## config.mk

```make
export PLATFORM = sky130hd
export DESIGN_NAME = dist_ctrl
export DESIGN_NICKNAME = d
export VERILOG_FILES = /design/src/rtl/dist_pkg.sv /design/src/rtl/cfg_fifo.sv /design/src/rtl/dist_ctrl.sv
export SDC_FILE = /design/constraint.sdc
export NUM_CORES = 2
export LEC_CHECK = 0
export CAP_MARGIN = 20
export CORE_UTILIZATION = 60
export DETAILED_ROUTE_END_ITERATION = 6
export PLACE_DENSITY = 0.94
export RECOVER_POWER = 100
export SKIP_LAST_GASP = 1
export SYNTH_ARGS = -nofsm -noshare
export SYNTH_HDL_FRONTEND = slang
export SYNTH_SLANG_ARGS = --single-unit
```

## constraint.sdc

```tcl
create_clock -name CLK -period 49.6 [get_ports CLK]
set_clock_uncertainty 0.15 [all_clocks]
set_input_delay 9.92 -clock CLK [delete_from_list [all_inputs] [get_ports CLK]]
set_output_delay 9.92 -clock CLK [all_outputs]
set_load 0.02 [all_outputs]
```

## src/rtl/dist_pkg.sv

```systemverilog
// dist_pkg -- shared FSM state type and width helpers for the crossbar distribution controller.
// Rev 1.0
`default_nettype none

package dist_pkg;

  typedef enum logic [1:0] {
    S_IDLE   = 2'd0,
    S_LOAD   = 2'd1,
    S_STREAM = 2'd2,
    S_DRAIN  = 2'd3
  } state_t;

  localparam int NUM_PES_DEF  = 64;
  localparam int LOG2_PES_DEF = 6;
  localparam int LEN_W_DEF    = 8;
  localparam int SEL_W        = NUM_PES_DEF * LOG2_PES_DEF;
  localparam int CFG_W        = SEL_W + LEN_W_DEF;

  function automatic int sel_width(input int num_pes, input int log2_pes);
    return num_pes * log2_pes;
  endfunction

  function automatic int cfg_width(input int num_pes, input int log2_pes, input int len_w);
    return num_pes * log2_pes + len_w;
  endfunction

endpackage

`default_nettype wire

```

## src/rtl/cfg_fifo.sv

```systemverilog
// cfg_fifo -- power-of-two config FIFO; ready depends only on registered occupancy.
// Rev 1.0
`default_nettype none

module cfg_fifo #(
  parameter int WIDTH = 8,
  parameter int DEPTH = 4
) (
  input  logic             clk,
  input  logic             rst,
  input  logic             i_push_valid,
  output logic             o_push_ready,
  input  logic [WIDTH-1:0] i_push_data,
  input  logic             i_pop,
  output logic             o_empty,
  output logic [WIDTH-1:0] o_pop_data
);

  localparam int AW = $clog2(DEPTH);
  localparam logic [AW:0]   FULL_CNT = (AW+1)'(DEPTH);
  localparam logic [AW:0]   CNT_ONE  = (AW+1)'(1);
  localparam logic [AW-1:0] PTR_ONE  = AW'(1);

  logic [WIDTH-1:0] mem [DEPTH];
  logic [AW-1:0]    wr_ptr;
  logic [AW-1:0]    rd_ptr;
  logic [AW:0]      count;
  logic             push;
  logic             pop;

  // A pop in the same cycle never frees a slot for a push.
  assign o_push_ready = (count != FULL_CNT);
  assign o_empty      = (count == '0);
  assign push         = i_push_valid && o_push_ready;
  assign pop          = i_pop && !o_empty;
  assign o_pop_data   = mem[rd_ptr];

  always_ff @(posedge clk or posedge rst) begin
    if (rst) begin
      wr_ptr <= '0;
      rd_ptr <= '0;
      count  <= '0;
    end else begin
      if (push) wr_ptr <= wr_ptr + PTR_ONE;
      if (pop)  rd_ptr <= rd_ptr + PTR_ONE;
      if (push && !pop)      count <= count + CNT_ONE;
      else if (pop && !push) count <= count - CNT_ONE;
    end
  end

  always_ff @(posedge clk) begin
    if (push) mem[wr_ptr] <= i_push_data;
  end

endmodule

`default_nettype wire

```

## src/rtl/dist_ctrl.sv

```systemverilog
// dist_ctrl -- sequences queued crossbar select configs over counted data beats.
// Rev 1.0; define DIST_CTRL_STATS_EN to add beat/stall statistics outputs.
`default_nettype none

module dist_ctrl
  import dist_pkg::*;
#(
  parameter int NUM_PES   = 64,
  parameter int LOG2_PES  = 6,
  parameter int LEN_W     = 8,
  parameter int CFG_DEPTH = 4
) (
  input  logic                         CLK,
  input  logic                         rst,
  input  logic                         i_cfg_valid,
  output logic                         o_cfg_ready,
  input  logic [LOG2_PES*NUM_PES-1:0]  i_cfg_sel,
  input  logic [LEN_W-1:0]             i_cfg_len,
  input  logic                         i_data_valid,
  output logic                         o_data_ready,
  input  logic                         i_stall,
  output logic [LOG2_PES*NUM_PES-1:0]  o_mux_bus,
  output logic                         o_dist_valid,
  output logic                         o_busy,
  output logic                         o_done
`ifdef DIST_CTRL_STATS_EN
  ,
  output logic [31:0]                  o_beat_cnt,
  output logic [31:0]                  o_stall_cnt
`endif
);

  localparam int SW = sel_width(NUM_PES, LOG2_PES);
  localparam int CW = cfg_width(NUM_PES, LOG2_PES, LEN_W);
  localparam logic [LEN_W-1:0] LEN_ONE = LEN_W'(1);

  state_t          state;
  logic [LEN_W-1:0] cnt;
  logic [SW-1:0]    pend_sel;
  logic [LEN_W-1:0] pend_len;
  logic [CW-1:0]    head;
  logic             fifo_empty;
  logic             pop;
  logic             fire;

  assign pop          = (state == S_IDLE) && !fifo_empty;
  assign o_data_ready = (state == S_STREAM) && !i_stall;
  assign fire         = o_data_ready && i_data_valid;

  cfg_fifo #(
    .WIDTH (CW),
    .DEPTH (CFG_DEPTH)
  ) u_cfg_fifo (
    .clk          (CLK),
    .rst          (rst),
    .i_push_valid (i_cfg_valid),
    .o_push_ready (o_cfg_ready),
    .i_push_data  ({i_cfg_sel, i_cfg_len}),
    .i_pop        (pop),
    .o_empty      (fifo_empty),
    .o_pop_data   (head)
  );

  always_ff @(posedge CLK or posedge rst) begin
    if (rst) begin
      state        <= S_IDLE;
      cnt          <= '0;
      pend_sel     <= '0;
      pend_len     <= '0;
      o_mux_bus    <= '0;
      o_dist_valid <= 1'b0;
      o_done       <= 1'b0;
      o_busy       <= 1'b0;
    end else begin
      // Mirrors the crossbar's own output register: valid one cycle after fire.
      o_dist_valid <= fire;
      o_done       <= 1'b0;
      case (state)
        S_IDLE: begin
          if (!fifo_empty) begin
            {pend_sel, pend_len} <= head;
            state  <= S_LOAD;
            o_busy <= 1'b1;
          end
        end
        S_LOAD: begin
          o_mux_bus <= pend_sel;
          cnt       <= pend_len;
          if (pend_len != '0) begin
            state <= S_STREAM;
          end else begin
            state  <= S_DRAIN;
            o_done <= 1'b1;
          end
        end
        S_STREAM: begin
          if (fire) begin
            cnt <= cnt - LEN_ONE;
            if (cnt == LEN_ONE) begin
              state  <= S_DRAIN;
              o_done <= 1'b1;
            end
          end
        end
        S_DRAIN: begin
          state  <= S_IDLE;
          o_busy <= 1'b0;
        end
        default: begin
          state  <= S_IDLE;
          o_busy <= 1'b0;
        end
      endcase
    end
  end

`ifdef DIST_CTRL_STATS_EN
  always_ff @(posedge CLK or posedge rst) begin
    if (rst) begin
      o_beat_cnt  <= '0;
      o_stall_cnt <= '0;
    end else begin
      if (fire) o_beat_cnt <= o_beat_cnt + 32'd1;
      if ((state == S_STREAM) && i_data_valid && i_stall) o_stall_cnt <= o_stall_cnt + 32'd1;
    end
  end
`endif

endmodule

`default_nettype wire
```

==> flow_summary.ini <==
[synth]
seq_area_frac_synth = 0.7739
synth_area_um2 = 86580
yosys_warnings = 0
netlist-cell-type-count = 48
syn_avg_cell_area_um2 = 18.66
synthArstFlopShare = 0.3367
syn-num-nets = 5051
yosys.area.top_type = edfxtp_1
synth-edff-count = 1568
synth_most_common_cell = edfxtp_1
synth-seq-cells = 2364
synth_area_leaders = edfxtp_1, dfrtp_1, mux4_2, nand2_1, mux2_2
synth_flop_cell = edfxtp_1
synth_common_cells = edfxtp_1, nand2_1, dfrtp_1, mux4_2, mux2_2
syn_inst = 4641
yosysTopAreaCellShare = 0.5438

[global_route]
antenna_found_initial = 130
grt_max_degree = 166
grt.total_usage = 0.3173
overflow = 0
grt_pass1_wl_um = 337600
grt_pass1_vias = 51000

[clocking]
clockRootBuffer = clkbuf_16
clock_sinks = 2364
cts.htree.levels = 4
clock_latency_ns = 0.86
cts-resized-gates = 0
post_cts_buffers = 0
cts_buffer_depth = 3
hold_buffers = 0
numCtsBuffers = 216
cts_tree = yes
clkTransAtPathRegs_ns = 0.06

[detailed_routing]
ant_nets = 0
first_pass_iters = 7
finalWirelength_um = 235500
viasPerCell = 6.352
drc_errors = 2
vias = 48890
dr.first_iter.drc_count = 5583
wire_per_inst_um = 30.59

[timing]
max_freq_mhz = 33.08
rsz0062_at_grt = false
relSlewSlack = -5.515
finalMaxSlewViolations = 3264
hold_violations = 0
finalCriticalPeriod_ns = 30.23
max_slew.worst_pin.slew_ns = 9.773
setup-violations-final = 0
finalCritPeriodShare = 0.6094
tns_ns = 0
fin_ws_ns = 19.37

[placement]
placedCellCount = 7158
io_buffers = 785
place_congestion = 0.8042
post-place-ws_ns = 28.35
hpwl_um = 124200

[floorplan]
die_h_um = 381.9
initial_core_util = 0.6042
ios = 786
dieArea_um2 = 145800
die_w_um = 381.9
row_count = 139
coreArea_um2 = 143300

[outcome]
failed_checks = DRC, capacitance limit, slew limit
outcome = complete, but fails checks

[finish]
nets = 5885
instances_no_fill = 7698
drive_gt1_frac = 0.1882
nFillCells = 7379
syn_to_final_growth_pct = 19.37

[critical_path]
r2r_start = u_cfg_fifo.count[0]
r2r_cells = 5
crit_type = in -> async
cp-start-kind = input pin
end_kind = async pin
crit_fanout = 163
rrSetupSlack_ns = 35.54
worst_r2r_endpoint = u_cfg_fifo.mem[2][202]
worst_ep_arrival_time_ns = 28.73
worstPathRequired_ns = 48.10

[min_path]
min-delay-start = pend_sel[208]
hp-class = reg -> reg
hold_depth = 2
hold_end = pend_sel[208]

[job]
cap_violations = 42

[pwr]
ir_worst_vdd_uv = 55.64
power_leakage_nw = 39.12
power_density_nw_per_um2 = 69.14
## metal layers
layer | routed length [µm] | track usage | part of all wire | vias to the layer above
li1 | - | - | - | 19100
met4 | 15400 | 0.1852 | 0.065 | 46
met1 | 75790 | 0.3750 | 0.32 | 25380
met5 | 267 | 0 | 0.0011 | -
met3 | 21170 | 0.07164 | 0.090 | 839
met2 | 122800 | 0.5366 | 0.52 | 3530
## sequential cells by signal, indices dropped and copies added (netlist names)
| register | flops |
|---|---|
| o_busy | 1 |
| u_cfg_fifo.wr_ptr | 2 |
| o_dist_valid | 1 |
| u_cfg_fifo.count | 3 |
| u_cfg_fifo.rd_ptr | 2 |
| o_mux_bus | 384 |
| state | 2 |
| pend_sel | 384 |
| cnt | 8 |
| u_cfg_fifo.mem | 1568 |
| pend_len | 8 |
| o_done | 1 |
## worst max-delay path, stage by stage
cell and delay, ns:
dlygate4sd3_1 0.57, clkinvlp_2 2.97, clkbuf_1 3.04, clkbuf_1 2.58, clkbuf_1 2.75, clkbuf_1 6.46
## kinds of logic after synthesis
logic type | Yosys count | share of synthesized area
DFF | 2364 | 0.7739
and+or+nand+nor | 1221 | 0.05380
muxes | 778 | 0.1522
buffers and inverters | 232 | 0.01549
AOI/OAI and AO/OA | 27 | 0.002095
adders and majority gates | 13 | 0.001965
xor gates and xnor gates | 6 | 0.0006069
## report_power, final
part	internal [mW]	leakage (nW)	switching [mW]
clock network	0.943	3.54	0.749
registers	2.80	24.1	0.365
logic	0.976	11.5	1.32
total	4.72	39.1	2.43
## layout make-up
type / count / area, µm² / share of cell area
inverter: 10 / 40.04 / 0.0003874
tap: 1903 / 2381 / 0.02304
clock inverter: 105 / 1010 / 0.009770
timing repair buffer: 838 / 8178 / 0.07913
sequential: 2364 / 67010 / 0.6484
clock buffer: 308 / 6178 / 0.05978
multi-input combinational: 2045 / 18240 / 0.1765
antenna: 125 / 312.8 / 0.003027
## layout by cell type, fill, tap and decap left out, types with 4 or more instances in the layout
| cell | netlist | routed |
|---|---|---|
| nand2_1 | 1185 | 1185 |
| mux4_2 | 392 | 392 |
| and3_1 | 4 | 4 |
| a21oi_1 | 9 | 9 |
| xnor2_1 | 4 | 4 |
| dlygate4sd3_1 | 0 | 784 |
| clkinv_2 | 0 | 47 |
| inv_6 | 0 | 7 |
| nor2_1 | 9 | 9 |
| mux2_1 | 0 | 69 |
| dfrtp_1 | 796 | 794 |
| inv_1 | 9 | 8 |
| clkbuf_16 | 0 | 222 |
| buf_4 | 4 | 13 |
| edfxtp_1 | 1568 | 1568 |
| bufinv_16 | 0 | 14 |
| clkbuf_1 | 34 | 92 |
| clkinvlp_4 | 0 | 5 |
| clkinv_16 | 0 | 4 |
| mux2_2 | 386 | 317 |
| ha_1 | 12 | 12 |
| clkbuf_8 | 0 | 30 |
| nand3_1 | 4 | 4 |
| diode_2 | 0 | 125 |
| clkinv_1 | 0 | 24 |
## stage by stage
stage	hold WS, ns	instance area (µm²)	utilization	power [mW]
CTS	0.3246	103300	0.7207	7.091
detailed placement	0.3067	96090	0.6705	5.288
global placement	0.3009	96090	0.6705	5.113
finish	0.3297	103400	0.7212	7.146
floorplan	0.2901	86580	-	4.541
global route	0.3506	103300	0.7206	7.362
## worst max path at each step
stage,startpoint,cells past startpoint,slack [ns],to
floorplan,rst,1,17.18,cnt[0]
detailed placement,i_stall,3,28.35,o_data_ready
finish,rst,6,19.37,o_mux_bus[207]
global route,rst,6,15.54,o_mux_bus[207]
global placement,i_stall,3,28.39,o_data_ready
CTS,i_stall,3,28.28,o_data_ready
No activity file was read; power rests on OpenSTA's default activity.
